File: config.mk
export PLATFORM = sky130hd
export DESIGN_NAME = vga_pattern_gen
export DESIGN_NICKNAME = d
export VERILOG_FILES = /design/src/rtl/vga_pattern_gen.sv
export SDC_FILE = /design/constraint.sdc
export NUM_CORES = 1
export LEC_CHECK = 0
export ABC_AREA = 1
export CAP_MARGIN = 20
export CORE_ASPECT_RATIO = 0.9
export CORE_MARGIN = 4
export CORE_UTILIZATION = 46
export DETAILED_ROUTE_END_ITERATION = 16
export PLACE_DENSITY_LB_ADDON = 0.15
export SETUP_SLACK_MARGIN = 0.3
export SYNTH_ARGS = -nofsm -noshare
export SYNTH_HDL_FRONTEND = slang
export SYNTH_SLANG_ARGS = --single-unit
File: constraint.sdc
create_clock -name pxl_clk -period 1.8 [get_ports pxl_clk]
set_input_delay 0.18 -clock pxl_clk [delete_from_list [all_inputs] [get_ports pxl_clk]]
set_output_delay 0.18 -clock pxl_clk [all_outputs]
set_load 0.01 [all_outputs]
File: src/rtl/vga_pattern_gen.sv
// Multi-mode VGA test pattern generator.
// Tracks pixel/line/frame position from the timing block's active strobes and
// produces a registered RGB pixel plus an aligned data-enable.
module vga_pattern_gen #(
  parameter int COLOR_BITS  = 4,
  parameter int CNT_W       = 12,
  parameter int NUM_BARS    = 8,
  parameter int CHECK_LOG2  = 5,
  parameter int STRIPE_LOG2 = 4,
  parameter int RAMP_SHIFT  = 2
) (
  input  logic                    pxl_clk,
  input  logic                    pxl_rst_n,
  input  logic [CNT_W-1:0]        horz_res,
  input  logic [CNT_W-1:0]        vert_res,
  input  logic [CNT_W-1:0]        bar_len,
  input  logic [2:0]              pattern_sel,
  input  logic [3*COLOR_BITS-1:0] solid_color,
  input  logic                    horz_active,
  input  logic                    vert_active,
  input  logic                    frame_active,
  output logic [COLOR_BITS-1:0]   rgb_red,
  output logic [COLOR_BITS-1:0]   rgb_green,
  output logic [COLOR_BITS-1:0]   rgb_blue,
  output logic                    rgb_de
);

  localparam logic [CNT_W-1:0]        CNT_MAX  = '1;
  localparam logic [2:0]              LAST_BAR = 3'(NUM_BARS - 1);
  localparam logic [3*COLOR_BITS-1:0] WHITE    = '1;
  localparam logic [3*COLOR_BITS-1:0] BLACK    = '0;

  // Palette order: white, yellow, cyan, green, magenta, red, blue, black.
  // Red is off when idx[1] set, green off when idx[2] set, blue off when idx[0] set.
  function automatic logic [3*COLOR_BITS-1:0] palette(input logic [2:0] idx);
    return {{COLOR_BITS{~idx[1]}}, {COLOR_BITS{~idx[2]}}, {COLOR_BITS{~idx[0]}}};
  endfunction

  logic                    h_act_q, v_act_q;
  logic [CNT_W-1:0]        x_cnt_q, x_cnt_d;
  logic [CNT_W-1:0]        y_cnt_q, y_cnt_d;
  logic [CNT_W-1:0]        frame_cnt_q, frame_cnt_d;
  logic [CNT_W-1:0]        bar_pix_q, bar_pix_d;
  logic [2:0]              bar_idx_q, bar_idx_d;
  logic [2:0]              mode_q, mode_d;
  logic [3*COLOR_BITS-1:0] rgb_q, rgb_d;
  logic                    de_q, de_d;

  logic                    h_fall, v_fall;
  logic [CNT_W-1:0]        bar_term;
  logic [2:0]              stripe_idx;
  logic [COLOR_BITS-1:0]   ramp_lvl, scroll_lvl;
  logic                    checker_on, border_on;
  logic [3*COLOR_BITS-1:0] pattern_rgb;

  // Position counters, bar counter and frame-boundary mode latch.
  always_comb begin
    h_fall      = h_act_q & ~horz_active;
    v_fall      = v_act_q & ~vert_active;

    x_cnt_d     = x_cnt_q;
    y_cnt_d     = y_cnt_q;
    frame_cnt_d = frame_cnt_q;
    bar_pix_d   = bar_pix_q;
    bar_idx_d   = bar_idx_q;
    mode_d      = mode_q;

    if (!horz_active)
      x_cnt_d = '0;
    else if (x_cnt_q != CNT_MAX)
      x_cnt_d = x_cnt_q + CNT_W'(1);

    // vert_active low wins over a coincident line end.
    if (!vert_active)
      y_cnt_d = '0;
    else if (h_fall && (y_cnt_q != CNT_MAX))
      y_cnt_d = y_cnt_q + CNT_W'(1);

    if (v_fall) begin
      frame_cnt_d = frame_cnt_q + CNT_W'(1);
      mode_d      = pattern_sel;
    end

    // A zero bar length behaves as one pixel; >= keeps a shrinking bar_len safe mid-line.
    bar_term = (bar_len == '0) ? '0 : (bar_len - CNT_W'(1));
    if (!horz_active) begin
      bar_pix_d = '0;
      bar_idx_d = '0;
    end else if (bar_pix_q >= bar_term) begin
      bar_pix_d = '0;
      bar_idx_d = (bar_idx_q == LAST_BAR) ? 3'd0 : (bar_idx_q + 3'd1);
    end else begin
      bar_pix_d = bar_pix_q + CNT_W'(1);
    end
  end

  // Pattern colour for the current position, gated by frame_active.
  always_comb begin
    stripe_idx = 3'((y_cnt_q >> STRIPE_LOG2) % CNT_W'(NUM_BARS));
    ramp_lvl   = COLOR_BITS'(x_cnt_q >> RAMP_SHIFT);
    scroll_lvl = COLOR_BITS'((x_cnt_q + frame_cnt_q) >> RAMP_SHIFT);
    checker_on = x_cnt_q[CHECK_LOG2] ^ y_cnt_q[CHECK_LOG2];
    border_on  = (x_cnt_q == '0) || (x_cnt_q == horz_res - CNT_W'(1)) ||
                 (y_cnt_q == '0) || (y_cnt_q == vert_res - CNT_W'(1)) ||
                 (x_cnt_q == (horz_res >> 1)) || (y_cnt_q == (vert_res >> 1));

    case (mode_q)
      3'd0:    pattern_rgb = solid_color;
      3'd1:    pattern_rgb = palette(bar_idx_q);
      3'd2:    pattern_rgb = palette(stripe_idx);
      3'd3:    pattern_rgb = checker_on ? WHITE : BLACK;
      3'd4:    pattern_rgb = {3{ramp_lvl}};
      3'd5:    pattern_rgb = {3{scroll_lvl}};
      3'd6:    pattern_rgb = border_on ? WHITE : BLACK;
      default: pattern_rgb = BLACK;
    endcase

    rgb_d = frame_active ? pattern_rgb : BLACK;
    de_d  = frame_active;
  end

  // State and output registers.
  always_ff @(posedge pxl_clk or negedge pxl_rst_n) begin
    if (!pxl_rst_n) begin
      h_act_q     <= 1'b0;
      v_act_q     <= 1'b0;
      x_cnt_q     <= '0;
      y_cnt_q     <= '0;
      frame_cnt_q <= '0;
      bar_pix_q   <= '0;
      bar_idx_q   <= '0;
      mode_q      <= '0;
      rgb_q       <= '0;
      de_q        <= 1'b0;
    end else begin
      h_act_q     <= horz_active;
      v_act_q     <= vert_active;
      x_cnt_q     <= x_cnt_d;
      y_cnt_q     <= y_cnt_d;
      frame_cnt_q <= frame_cnt_d;
      bar_pix_q   <= bar_pix_d;
      bar_idx_q   <= bar_idx_d;
      mode_q      <= mode_d;
      rgb_q       <= rgb_d;
      de_q        <= de_d;
    end
  end

  assign rgb_red   = rgb_q[3*COLOR_BITS-1 -: COLOR_BITS];
  assign rgb_green = rgb_q[2*COLOR_BITS-1 -: COLOR_BITS];
  assign rgb_blue  = rgb_q[COLOR_BITS-1 -: COLOR_BITS];
  assign rgb_de    = de_q;

endmodule

## Word-level counts from Yosys, hierarchy flattened

Index checks and enable logic that the tools add are counted.

- Add/sub/neg operators: 9
- $mul: 0
- Divide/modulo/power cells: 0
- $lt $le $gt $ge: 1
- Equality and inequality tests: 16
- Shift-type cells: 0
- Multiplexer cells: 14
- Bitwise logic cells: 11
- Reductions and logical operators: 10

Operators by type and width:

| cell | count |
|---|---|
| $mux W12 | 10 |
| $pmux W12 S7 | 1 |
| $add A12 B1 Y12 const B | 4 |
| $logic_not A12 Y1 | 3 |
| $sub A12 B1 Y12 const B | 3 |
| $eq A12 B11 Y1 | 2 |
| $eq A12 B12 Y1 | 2 |
| $ne A12 B12 Y1 const B | 2 |
| $eq A3 B3 Y1 const B | 4 |
| $ge A12 B12 Y1 | 1 |
| $mux W3 | 3 |
| $not A1 Y1 | 8 |
| $add A6 B6 Y6 | 1 |
| $eq A3 B2 Y1 const B | 2 |
| $ne A2 B1 Y1 const B | 3 |
| $logic_or A1 B1 Y1 | 5 |
| $add A3 B1 Y3 const B | 1 |
| $eq A3 B1 Y1 const B | 1 |
| $logic_not A3 Y1 | 1 |
| $and A1 B1 Y1 | 2 |
| $logic_and A1 B1 Y1 | 1 |
| $xor A1 B1 Y1 | 1 |

- Register bits: 69
- Latch bits: 0
- Memory bits (writable): 0
- Bits in read-only memories: 0
- Input bits: 56
- Logic and storage cells: 71
- Memories: 0

## Logic depth before layout (Yosys ltp)

Gate-level depths: netlist (run 1).

- Word-level depth: 10
- Mapped depth: 20
- Depth with buffers taken out: 20

## Least setup slack after synthesis (run 1)

OpenSTA, ideal clock, no wires.

- Path kind: input to register
- Start: input port bar_len[0]
- End: register bar_pix_q[6]
- Library setup time: 0.086 ns
- Arrival: 2.392 ns
- Setup slack: -0.678 ns
- Stages: 19
- Path buffers: 1
- Cell sequence: inv_1 > ha_1 > nand3_1 > nor2_1 > inv_1 > nor2_1 > inv_1 > nor2_1 > inv_1 > nand2_1 > ha_1 > a21oi_1 > o21ai_0 > nand2_1 > o211ai_1 > a31oi_1 > nand3_1 > clkbuf_1 > nor3_1

- Word-level cells in the longest chain between the ends: 5
- Elaborated cells on any way between the ends: 6

RTL lines:

| item | RTL line | RTL |
|---|---|---|
| from (decl) | 16 | `input logic [CNT_W-1:0] bar_len,` |
| $sub A12 B1 Y12 or $logic_not A12 Y1 (tied branches) | 85 | `bar_term = (bar_len == '0) ? '0 : (bar_len - CNT_W'(1));` |
| $mux W12 * | 85 |  |
| $ge A12 B12 Y1 * | 89 | `end else if (bar_pix_q >= bar_term) begin` |
| $mux W12 * | 89 |  |
| $mux W12 * | 86 | `if (!horz_active) begin` |
| named net bar_pix_d[6] | 43 | `logic [CNT_W-1:0] bar_pix_q, bar_pix_d;` |
| to (signal assigned) | 141 | `bar_pix_q <= bar_pix_d;` |
| to (decl) | 43 |  |

Mark *: on every way through the listed nets, which the timed path passes. The rest lies on a longest branch.
A chain may end at the register's enable or synchronous reset.

## Worst setup path after layout (run 1)

- Start: input port bar_len[1]
- End: register bar_idx_q[1]

- Word-level cells in the longest chain between the ends: 4
- Elaborated cells on any way between the ends: 5

RTL lines:

| item | RTL line | RTL |
|---|---|---|
| $sub A12 B1 Y12 or $logic_not A12 Y1 (tied branches) | 85 |  |
| $mux W12 * | 85 |  |
| $ge A12 B12 Y1 * | 89 |  |
| $ne A2 B1 Y1 (no source line) * | -- |  |
| to (signal assigned) | 142 | `bar_idx_q <= bar_idx_d;` |
| to (decl) | 44 | `logic [2:0] bar_idx_q, bar_idx_d;` |

Mark *: on every way between the ends. The rest lies on a longest branch, timed or not.

==> results.toml, run 1 <==
[pwr]
leakagePower_nw = 3.97
max-vdd-ir-drop_v = 0.000605
powerDensity_mw_per_mm2 = 677

[yosys]
avgSynthCellArea_um2 = 6.78
synth_cells = 732
yosysWarnings = 0
seq_area_frac_synth = 0.318
syn_area_mm2 = 0.00496
ys.flop_type = "dfrtp_1"
ys_seq_elements = 63
syn_nets = 815
synth-async-reset-ratio = 1.00
ys_types = 41
synth-edff-count = 0

[critical_path]
path_common_cell = "nand3_2"
worstPathMaxFanout = 4
critPathTopFamily = "simple AND/OR/NAND/NOR gates"
critical_path.slowest_cell = "ha_1"
worst_ep_required_time_ns = 2.02
end_kind = "flip-flop"
cp_data_arrival_time_ns = 2.42
worstSetupPathType = "in2reg"
max_stage_delay_ns = 0.26
cp-start-kind = "primary input"
cp_cell_sequence = "buf_6, inv_12, ha_4, nand3_2, nor2_1, inv_1, nor2_4, inv_2, nor3_4, o21ai_1, o21ai_1, ha_1, nand2_2, nor2_4, nand2_1, o211ai_1, a31oi_1, nand3_2, buf_6, nand3_2, nand2_1"
path_buf_inv = 5

[timing]
setup_slack_ns = -0.397
rsz0062_at_grt = "yes"
finalMaxSlewViolations = 0
timing.final.crit_share = 1.22
skew_ns = 0.00820
finalSetupViolCount = 34
max_freq_mhz = 455
tightest_slew_ns = 1.16
slew_headroom = 0.222
hold_viol = 0
final.min_clock_period_ns = 2.20

[routing]
final_antenna_net_count = 0
drt_pass1_iterations = 5
wl_per_cell_um = 16.3
remaining_drc_errors = 0
avgViaCountPerCell = 5.51
drt-initial-drc-count = 466
num_vias = 5963
postRouteWirelength_um = 17600

[status]
violations = "setup timing"
status = "complete, but fails checks"

[finish]
seq_area_mm2 = 0.00159
multi_input_area_mm2 = 0.00379
area_growth_pct = 65.1
antenna_cells = 0
final-instance-count-excl-fill = 1082
drive_gt1_frac = 0.371
nets = 1032
final_cell_area_mm2 = 0.00819
num-fill-cells = 685

[clock_network]
htreeDepth = 3
cts_tree = "built"
cts_root_buf = "clkbuf_16"
cts_max_path_buffers = 2
clock_latency_ns = 0.34
cts_buffers = 9
path_clk_slew_ns = 0.06
cts_num_sinks = 63

[global_routing]
globalRoute.totalOverflow = 0
antenna_found_initial = 0
grt_util_all_layers = 0.253
grt_max_degree = 64
grt_pass1_wl_um = 26000
grt_pass1_vias = 5747

[floorplanning]
io_pins = 69
coreArea_mm2 = 0.0104
die_x_um = 117
initial_core_util = 0.478
die-area_mm2 = 0.0125
die_y_um = 107
rows = 35

[place]
gp_congestion = 0.917
dp_cells = 1029
place.port_buffers = 68
place_area_mm2 = 0.00676
dp_hpwl_um = 10700

[job]
cap_violations = 0

[hold_path]
hp-class = "in2async"
worst paths after layout:
path | startpoint | end | slack, ns | cells past startpoint
worst max-delay path | bar_len[1] | bar_idx_q[1] | -0.40 | 21
worst min-delay path | pxl_rst_n | x_cnt_q[11] | 0.38 | 3
worst max register to register | x_cnt_q[1] | x_cnt_q[11] | -0.14 | 13
worst min register to register | frame_cnt_q[5] | frame_cnt_q[5] | 0.50 | 1
max in group asynchronous | pxl_rst_n | y_cnt_q[8] | 1.08 | 3
min in group pxl_clk | pattern_sel[1] | mode_q[1] | 0.43 | 3
cells by family after synthesis:
logic type | synth area share
mux | 0.00227
simple gates | 0.358
flops | 0.318
buf+inv | 0.0858
fa+ha+maj | 0.0681
xor+xnor | 0.0689
compound gates | 0.0986
power by group:
group | internal [W] | switching, W
registers | 0.00157 | 0.000144
logic | 0.000893 | 0.000895
clock network | 0.00138 | 0.000657
stage by stage:
step	total power, W	util	hold slack (ns)	worst slack, ns	setup TNS (ns)
6_report	0.00554	0.789	0.380	-0.397	-6.60
5_1_grt	0.00578	0.789	0.428	-0.587	-11.43
4_1_cts	0.00525	0.742	0.404	-0.297	-4.61
3_5_place_dp	0.00300	0.651	0.217	-1.27	-26.62
3_3_place_gp	0.00294	0.651	0.217	-1.19	-24.71
2_1_floorplan	0.00237	-	-0.116	-0.441	-6.12
final cells by class:
cell class	count	share of cell area
clock buffer	10	0.0292
clock inverter	5	0.0130
inverter	100	0.0500
multi-input combinational	560	0.463
sequential	63	0.194
tap	129	0.0197
timing repair buffer	215	0.231
routing by layer:
metal	track usage	wire length, µm
met1	0.289	6790
met2	0.479	9110
met3	0.0415	988
met4	0.0895	754
met5	0	0
state kept, by name, indices dropped and copies added (netlist names):
name         flops
mode_q           3
v_act_q          1
x_cnt_q         12
rgb_de           1
h_act_q          1
bar_idx_q        3
frame_cnt_q      6
rgb_q           12
y_cnt_q         12
bar_pix_q       12
Yosys cell counts, types with 5 or more instances:
cell type / count / area share
o22ai_1: 5 / 0.0063
inv_1: 96 / 0.073
xor2_1: 21 / 0.037
xnor2_1: 18 / 0.032
o21ai_0: 20 / 0.020
nand2_1: 181 / 0.14
a21oi_1: 45 / 0.045
ha_1: 27 / 0.068
nor2_2: 6 / 0.0076
nor3_1: 22 / 0.022
nand4_1: 12 / 0.015
nor2_1: 92 / 0.070
nand3_1: 67 / 0.068
dfrtp_1: 63 / 0.32
worst min-delay path: stages:
cell	delay [ns]
dlygate4sd3_1	0.53
buf_2	0.12
buf_12	0.28
cells in the final DEF, fill, tap and decap left out, types with 18 or more instances in the layout:
cell type,Yosys,routed
nor2_1,92,65
a21oi_1,45,31
clkdlybuf4s50_1,0,47
xor2_1,21,21
dfrtp_1,63,55
nand3_1,67,43
xnor2_1,18,18
nand2_1,181,155
nor2_2,6,18
nand3_2,3,23
nand2_2,3,21
buf_4,0,114
inv_1,96,79
buf_6,1,31
repair_timing:
item                       in CTS  in global routing
hold buffers                    1                  0
setup endpoints to repair      46                 51
gates resized for setup       167                 87
pin swaps                      70                 47
hold endpoints to repair       63                  0
gates cloned                    1                  0
setup buffers                  19                 17
Note: power is estimated with default switching activity, not from simulation.
==> run 2, diff against run 1 <==
clock period = 2.5 ns   (was 1.8 ns; I/O delays follow)
==> results.toml, run 2 (synthesis results as in run 1) <==
[routing]
avgViaCountPerCell = 5.23
remaining_drc_errors = 0
wl_per_cell_um = 13.9
final_antenna_net_count = 0
drt-initial-drc-count = 314
drt_pass1_iterations = 5
postRouteWirelength_um = 13600
num_vias = 5091

[global_routing]
grt_pass1_vias = 4986
grt_pass1_wl_um = 22200
antenna_found_initial = 0
globalRoute.totalOverflow = 0
grt_util_all_layers = 0.213
grt_max_degree = 64

[critical_path]
end_kind = "flip-flop"
worst_ep_required_time_ns = 2.75
critical_path.slowest_cell = "clkdlybuf4s50_1"
cp_cell_sequence = "clkdlybuf4s50_1, inv_1, nand2_2, nor2_4, or2_2, ha_1, a21oi_1, o21ai_1, nand2_1, o211ai_1, a31oi_1, nand3_2, inv_2, o21ai_1, a21oi_1"
cp-start-kind = "primary input"
worstSetupPathType = "in2reg"
max_stage_delay_ns = 0.47
startpoint = "bar_len[11]"
reg2reg_from = "x_cnt_q[1]"
cp_data_arrival_time_ns = 2.60
worstPathMaxFanout = 5

[clock_network]
htreeDepth = 3
cts_max_path_buffers = 2
cts_num_sinks = 63
cts_tree = "built"
cts_root_buf = "clkbuf_16"
path_clk_slew_ns = 0.06
clock_latency_ns = 0.33
cts_buffers = 9

[timing]
final.min_clock_period_ns = 2.35
slew_headroom = 0.689
rsz0062_at_grt = "yes"
max_freq_mhz = 426
hold_viol = 0
timing.final.crit_share = 0.939
finalSetupViolCount = 0
hold-worst-slack_ns = 0.463
finalMaxSlewViolations = 0
tightest_slew_ns = 0.467
skew_ns = 0.00560

[finish]
final_common_cell = "nand2_1"
antenna_cells = 0
area_growth_pct = 33.5
final-instance-count-excl-fill = 973
drive_gt1_frac = 0.152
final_cell_mix = "nand2_1, inv_1, nor2_1"
final_cell_area_mm2 = 0.00662
nets = 922

[pwr]
max-vdd-ir-drop_v = 0.000388
power_w = 0.00352
leakagePower_nw = 3.23
powerDensity_mw_per_mm2 = 532

[place]
dp_hpwl_um = 10100
gp_congestion = 0.926
dp_cells = 947
place.port_buffers = 68
place_area_mm2 = 0.00603

[floorplanning]
die_y_um = 107
coreArea_mm2 = 0.0104
rows = 35
die-area_mm2 = 0.0125
io_pins = 69
die_x_um = 117
initial_core_util = 0.478

[job]
cap_violations = 0

[status]
status = "finished clean"

[hold_path]
hp-class = "in2async"
==> run 2: area by class of cell <==
| cell class | instances | area (µm²) |
|---|---|---|
| repair buffers | 106 | 1000 |
| multi-input cells | 559 | 3130 |
| clock inverters | 7 | 121 |
| fillers | 900 | 3760 |
| clock buffers | 9 | 225 |
| inverters | 100 | 400 |
| well taps | 129 | 161 |
| flip-flops and latches | 63 | 1580 |
==> run 2: metrics by stage <==
step	TNS [ns]	util	worst slack, ns
CTS	0	0.625	0.246
finish	0	0.638	0.151
global route	0	0.638	0.00695
floorplan	0	-	0.189
detailed placement	-10.25	0.581	-0.721
global placement	-7.83	0.581	-0.554
==> run 2: power breakdown <==
group          internal (W)  total, W  switching, W
logic              0.000400  0.000856      0.000456
registers           0.00113   0.00122     0.0000919
clock network      0.000975   0.00145      0.000474
==> run 2: final timing paths <==
path,to,slack [ns],cells past startpoint
worst max-delay path,bar_pix_q[2],0.15,15
worst min-delay path,y_cnt_q[0],0.46,3
worst max register to register,rgb_q[6],0.47,13
worst min register to register,frame_cnt_q[5],0.50,1
max in group asynchronous,x_cnt_q[0],1.75,3
min in group pxl_clk,frame_cnt_q[5],0.50,1
==> run 2: worst max-delay path, delay by kind of cell <==
family          cells  cell delay, ns
buf+inv             3            0.68
fa+ha+maj           1            0.30
simple gates        5            0.65
compound gates      6            0.73
==> run 2: layer usage <==
layer | global-route usage | part of all wire
met1 | 0.258 | 0.44
met2 | 0.388 | 0.50
met3 | 0.0367 | 0.039
met4 | 0.0678 | 0.022
met5 | 0 | 0
==> run 2: what timing repair did <==
item                                    in CTS  in global routing
gates resized for setup                     54                 28
hold buffers                                 1                  0
buffers inserted                             6                  2
hold endpoints to repair                    63                  0
pin swaps                                   15                 17
gates cloned                                 0                  1
endpoints found under the setup margin      15                 31
==> run 3, diff against run 2 <==
CAP_MARGIN = default   (was 20)
SLEW_MARGIN = 5   (was default)
==> results of run 3 <==
No change in the layout: final DEF, timing and power equal those of run 2.
